==> config.mk <==
export PLATFORM = sky130hd
export DESIGN_NAME = float_max_reduce
export DESIGN_NICKNAME = d
export VERILOG_FILES = /design/src/rtl/float_pkg.sv /design/src/rtl/compare_float.sv /design/src/rtl/float_max_reduce.sv
export SDC_FILE = /design/constraint.sdc
export NUM_CORES = 1
export LEC_CHECK = 0
export CELL_PAD_IN_SITES_DETAIL_PLACEMENT = 0
export CELL_PAD_IN_SITES_GLOBAL_PLACEMENT = 1
export CORE_UTILIZATION = 43
export CTS_BUF_LIST = sky130_fd_sc_hd__clkbuf_4
export CTS_CLUSTER_SIZE = 16
export DETAILED_ROUTE_END_ITERATION = 6
export PLACE_DENSITY = 0.8
export SKIP_CTS_REPAIR_TIMING = 1
export SLEW_MARGIN = 20
export SYNTH_ARGS = -nofsm -noshare
export SYNTH_HDL_FRONTEND = slang
export SYNTH_SLANG_ARGS = --single-unit
export TNS_END_PERCENT = 20
==> constraint.sdc <==
create_clock -name clk -period 5.03 [get_ports clk]
set_input_delay 1.006 -clock clk [delete_from_list [all_inputs] [get_ports clk]]
set_output_delay 1.006 -clock clk [all_outputs]
set_load 0.03 [all_outputs]
==> src/rtl/float_pkg.sv <==
// Shared definitions for the custom float format {exc[1:0], sign, exponent, mantissa}.
package float_pkg;

  localparam logic [1:0] EXC_ZERO = 2'b00;
  localparam logic [1:0] EXC_NORM = 2'b01;
  localparam logic [1:0] EXC_INF  = 2'b10;
  localparam logic [1:0] EXC_NAN  = 2'b11;

  function automatic int fp_width(input int exponent, input int mantissa);
    return exponent + mantissa + 3;
  endfunction

  typedef enum logic {ACCUM, HOLD} state_t;

endpackage

==> src/rtl/compare_float.sv <==
// Strict greater-than for custom floats: out = (X > Y). NaN outranks everything,
// NaN vs NaN falls back to raw bits, +0 and -0 compare equal.
module compare_float import float_pkg::*; #(
  parameter int EXPONENT = 7,
  parameter int MANTISSA = 17
) (
  input  logic [fp_width(EXPONENT, MANTISSA)-1:0] X,
  input  logic [fp_width(EXPONENT, MANTISSA)-1:0] Y,
  output logic                                    out
);
  localparam int W  = fp_width(EXPONENT, MANTISSA);
  localparam int MW = EXPONENT + MANTISSA + 2;

  logic [1:0]    xe, ye;
  logic [MW-1:0] xm, ym;
  logic          xneg, yneg;

  // Magnitude key {exc, exp, mant} is monotonic once zero/inf payloads are cleared.
  always_comb begin
    xe   = X[W-1 -: 2];
    ye   = Y[W-1 -: 2];
    xm   = {xe, X[W-4:0]};
    ym   = {ye, Y[W-4:0]};
    if (xe == EXC_ZERO || xe == EXC_INF) xm = {xe, {(MW-2){1'b0}}};
    if (ye == EXC_ZERO || ye == EXC_INF) ym = {ye, {(MW-2){1'b0}}};
    xneg = X[W-3] && (xe != EXC_ZERO);
    yneg = Y[W-3] && (ye != EXC_ZERO);
    out  = 1'b0;
    if (xe == EXC_NAN && ye == EXC_NAN) out = X > Y;
    else if (xe == EXC_NAN)             out = 1'b1;
    else if (ye == EXC_NAN)             out = 1'b0;
    else if (!xneg && !yneg)            out = xm > ym;
    else if (!xneg && yneg)             out = 1'b1;
    else if (xneg && !yneg)             out = 1'b0;
    else                                out = xm < ym;
  end

endmodule

==> src/rtl/float_max_reduce.sv <==
// Streaming per-packet arg-max over custom floats; one result per packet.
// Optional macro FLOAT_MAX_NAN_SKIP_EN: NaNs lose to any non-NaN element.
module float_max_reduce import float_pkg::*; #(
  parameter int EXPONENT = 7,
  parameter int MANTISSA = 17,
  parameter int IDX_W    = 16
) (
  input  logic                                    clk,
  input  logic                                    reset,
  input  logic                                    in_valid,
  output logic                                    in_ready,
  input  logic [fp_width(EXPONENT, MANTISSA)-1:0] in_data,
  input  logic                                    in_last,
  output logic                                    out_valid,
  input  logic                                    out_ready,
  output logic [fp_width(EXPONENT, MANTISSA)-1:0] out_max,
  output logic [IDX_W-1:0]                        out_index,
  output logic [IDX_W-1:0]                        out_count
);
  localparam int W = fp_width(EXPONENT, MANTISSA);
  localparam logic [IDX_W-1:0] CNT_MAX = '1;

  state_t           state, state_nxt;
  logic             first;
  logic [W-1:0]     best, best_nxt;
  logic [IDX_W-1:0] best_idx, idx_nxt, cnt, cnt_nxt;
  logic             accept, gt, replace;

  compare_float #(.EXPONENT(EXPONENT), .MANTISSA(MANTISSA)) u_cmp (
    .X   (in_data),
    .Y   (best),
    .out (gt)
  );

`ifdef FLOAT_MAX_NAN_SKIP_EN
  logic in_nan, best_nan;
  assign in_nan   = in_data[W-1 -: 2] == EXC_NAN;
  assign best_nan = best[W-1 -: 2] == EXC_NAN;
  assign replace  = best_nan ? !in_nan : (!in_nan && gt);
`else
  assign replace  = gt;
`endif

  assign accept = in_valid && in_ready;

  always_ff @(posedge clk) begin
    if (reset) state <= ACCUM;
    else       state <= state_nxt;
  end

  always_comb begin
    state_nxt = state;
    in_ready  = 1'b0;
    out_valid = 1'b0;
    case (state)
      ACCUM: begin
        in_ready = 1'b1;
        if (in_valid && in_last) state_nxt = HOLD;
      end
      HOLD: begin
        out_valid = 1'b1;
        if (out_ready) state_nxt = ACCUM;
      end
      default: state_nxt = ACCUM;
    endcase
  end

  // Candidate best after the current beat; also the packet result on in_last.
  always_comb begin
    best_nxt = best;
    idx_nxt  = best_idx;
    cnt_nxt  = (cnt == CNT_MAX) ? cnt : cnt + IDX_W'(1);
    if (first) begin
      best_nxt = in_data;
      idx_nxt  = '0;
      cnt_nxt  = IDX_W'(1);
    end else if (replace) begin
      best_nxt = in_data;
      idx_nxt  = cnt;
    end
  end

  always_ff @(posedge clk) begin
    if (reset) begin
      first     <= 1'b1;
      best      <= '0;
      best_idx  <= '0;
      cnt       <= '0;
      out_max   <= '0;
      out_index <= '0;
      out_count <= '0;
    end else if (accept) begin
      best     <= best_nxt;
      best_idx <= idx_nxt;
      cnt      <= cnt_nxt;
      first    <= in_last;
      if (in_last) begin
        out_max   <= best_nxt;
        out_index <= idx_nxt;
        out_count <= cnt_nxt;
      end
    end
  end

endmodule

==> results.cfg <==
[outcome]
outcome = finished with violations
violations = design-rule violations

[die]
core_um2 = 14600
fp.dieH_um = 125
rows = 44
die_w_um = 125
initial_core_util_pct = 44.4
io_pins = 93
dieArea_um2 = 15600

[setup_path]
crit_type = primary input to flop
end_kind = flop
cp_cell_sequence = clkdlybuf4s50_1 > buf_4 > and2_1 > ha_1 > a21oi_1 > o21ai_0 > a2111o_1 > a32o_1 > a211o_4 > a21oi_4 > buf_12 > mux2i_1 > nor2_1
crit_family = compound AO/OA/AOI/OAI gates
slowest_delay_ps = 450
cp-start-kind = primary input
cp.arrival_ps = 4200
cpMaxStageDelayCell = clkdlybuf4s50_1
path_buf_inv = 3
cp_max_fo = 29
required_ps = 5440

[synthesis]
synth_top_family_by_area = simple AND/OR/NAND/NOR gates
synthMuxAreaShare_pct = 10.9
synth_cell_type_count = 49
avgSynthCellArea_um2 = 8.61
yosysWarnings = 0
synthFlopType = dfxtp_1
yosys.area_share.xor_xnor_pct = 1.62
synth-edff-count = 0
synthArstFlopShare_pct = 0
synth_compound_area_share_pct = 16.3
syn_nets = 839
yosysSeqAreaShare_pct = 36.9
syn-instance-count = 755
ys_ff_latch = 120
synthSimpleGateAreaFrac_pct = 18.3
synth_fa_ha_area_share_pct = 10.0
syn-cell-area_um2 = 6500

[flow_run]
maxCapViolCount = 0

[finish]
final_util_pct = 53.2
final_area_um2 = 7790
final_nets = 917
syn_to_final_growth_pct = 19.8
finalNonFillerCells = 1028
drive_gt1_share_pct = 6.28
nFillCells = 1450
diodes = 0

[timing]
tightest_slew_ps = 1020
fin_crit_ps = 3790
skew_ps = 17.4
slew_headroom_pct = 32.3
finalHoldViolCount = 0
grt_setup_unrepaired = no
fin_setup_tns_ps = 0
fmax_ghz = 0.264
fin_crit_sh_pct = 75.4
drv_slew = 0
setup_violations = 0

[min_path]
min_path_type = flop to flop

[global_routing]
antenna_found_initial = 0
grt_pass1_wl_um = 26700
grt_usage_pct = 21.2
grt_max_degree = 49
grt_overflow = 0
first_global_vias = 5451

[pwr]
ir_drop_mv = 0.111
p_leak_nw = 3.14
power_density_nw_per_um2 = 270

[clock_network]
htreeDepth = 4
clock-sinks = 120
cts_made_buffers = 17
cts_tree = built
path_clk_slew_ps = 100
clock_latency_ps = 560
clk_path_buf_depth = 2
cts-root-buf = clkbuf_4

[route]
firstDrtPassIters = 7
avgViaCountPerCell = 5.39
route.antenna.remaining_nets = 0
drtIter0Drc = 262
drc = 12
drt-total-wl_um = 15800
vias = 5541
wire_per_inst_um = 15.4

[place]
gp_congestion = 0.785
dp_hpwl_um = 11200
dp_cells = 998
port_buffers = 92
place_area_um2 = 7530
stage by stage:
| step | power (W) | worst slack [ps] | hold WS (ps) |
|---|---|---|---|
| after floorplan | 0.00132 | 1170 | 448 |
| after global placement | 0.00144 | 772 | 437 |
| after detailed placement | 0.00146 | 652 | 444 |
| after CTS | 0.00212 | 1260 | 470 |
| after global routing | 0.00222 | 1040 | 496 |
| final | 0.00210 | 1240 | 464 |
where the power goes:
| part | leakage, nW | total [W] | switching [W] | internal (W) |
|---|---|---|---|---|
| registers | 0.977 | 0.00102 | 0.0000312 | 0.000984 |
| logic | 2.02 | 0.000418 | 0.000236 | 0.000182 |
| clock network | 0.143 | 0.000666 | 0.000379 | 0.000286 |
worst reg2reg max path, delay by kind of cell, from the launching register on:
kind,cells,cell delay (ps)
AOI/OAI and AO/OA,3,710
adders and majority gates,1,310
buffers and inverters,3,710
DFF,1,320
muxes,1,230
and+or+nand+nor,4,840
cell usage in the layout, fill, tap and decap left out, types with 2 or more instances in the layout:
cell / count
dfxtp_1: 120
nand2_1: 97
clkdlybuf4s50_1: 91
nor2_1: 75
mux2i_1: 71
ha_1: 52
a21oi_1: 46
o21ai_0: 45
inv_1: 34
a211oi_1: 32
and2_1: 26
a22o_1: 17
clkbuf_4: 17
nand4_1: 11
xor2_1: 9
buf_4: 9
nor3_1: 8
nand3_1: 7
or3_1: 7
nand2b_1: 6
clkinv_2: 6
and4_1: 5
and3_1: 5
nor2b_1: 3
nor4_1: 3
a31oi_1: 3
xnor2_1: 3
a22oi_1: 3
buf_12: 3
a21o_1: 2
o221ai_1: 2
bufinv_16: 2
clkinvlp_4: 2
inv_6: 2
synth_stat cells (9+ instances only):
cell      number  area [um^2]
dfxtp_1      120         2400
clkbuf_1      31          116
nand2_1       97          364
a21oi_1       46          230
ha_1          52          651
a22o_1        17          149
inv_1         34          128
o21ai_0       45          225
and2_1        27          169
nand4_1       11         68.8
nor2_1        75          282
xor2_1         9         78.8
a211oi_1      32          240
mux2i_1       71          711
path summary, 6_finish.rpt:
check | from | end | slack (ps) | cells after the start
max | in_data[25] | best[13] | 1240 | 13
min | out_index[15] | out_index[15] | 460 | 2
max reg2reg | best[25] | best[13] | 1780 | 12
min reg2reg | out_index[15] | out_index[15] | 460 | 2
area by class of cell:
type,count,area [um^2],share of cell area (%)
repair buffers,104,1040,13.4
flip-flops and latches,120,2400,30.8
multi-input cells,556,3720,47.8
well taps,184,230,2.96
clock buffers,17,128,1.64
clock inverters,13,131,1.69
inverters,34,128,1.64
registers in the layout, indices dropped and copies added (netlist names):
name       cells
out_index     16
best_idx      16
out_max       27
first          1
cnt           16
best          27
state          1
out_count     16
per-layer routing:
| layer | up-vias | share of wire (%) | GRT usage, % |
|---|---|---|---|
| met1 | 2608 | 48 | 26.6 |
| li1 | 2814 | - | - |
| met2 | 101 | 48 | 35.9 |
| met5 | - | 0 | 0 |
| met3 | 18 | 3.6 | 5.26 |
| met4 | 0 | 1.1 | 6.03 |
logic make-up after synthesis:
family,after synthesis
AOI/OAI and AO/OA,163
xor gates and xnor gates,12
adders and majority gates,52
buffers and inverters,79
DFF,120
muxes,71
and+or+nand+nor,258
(Power assumes the default switching activity.)
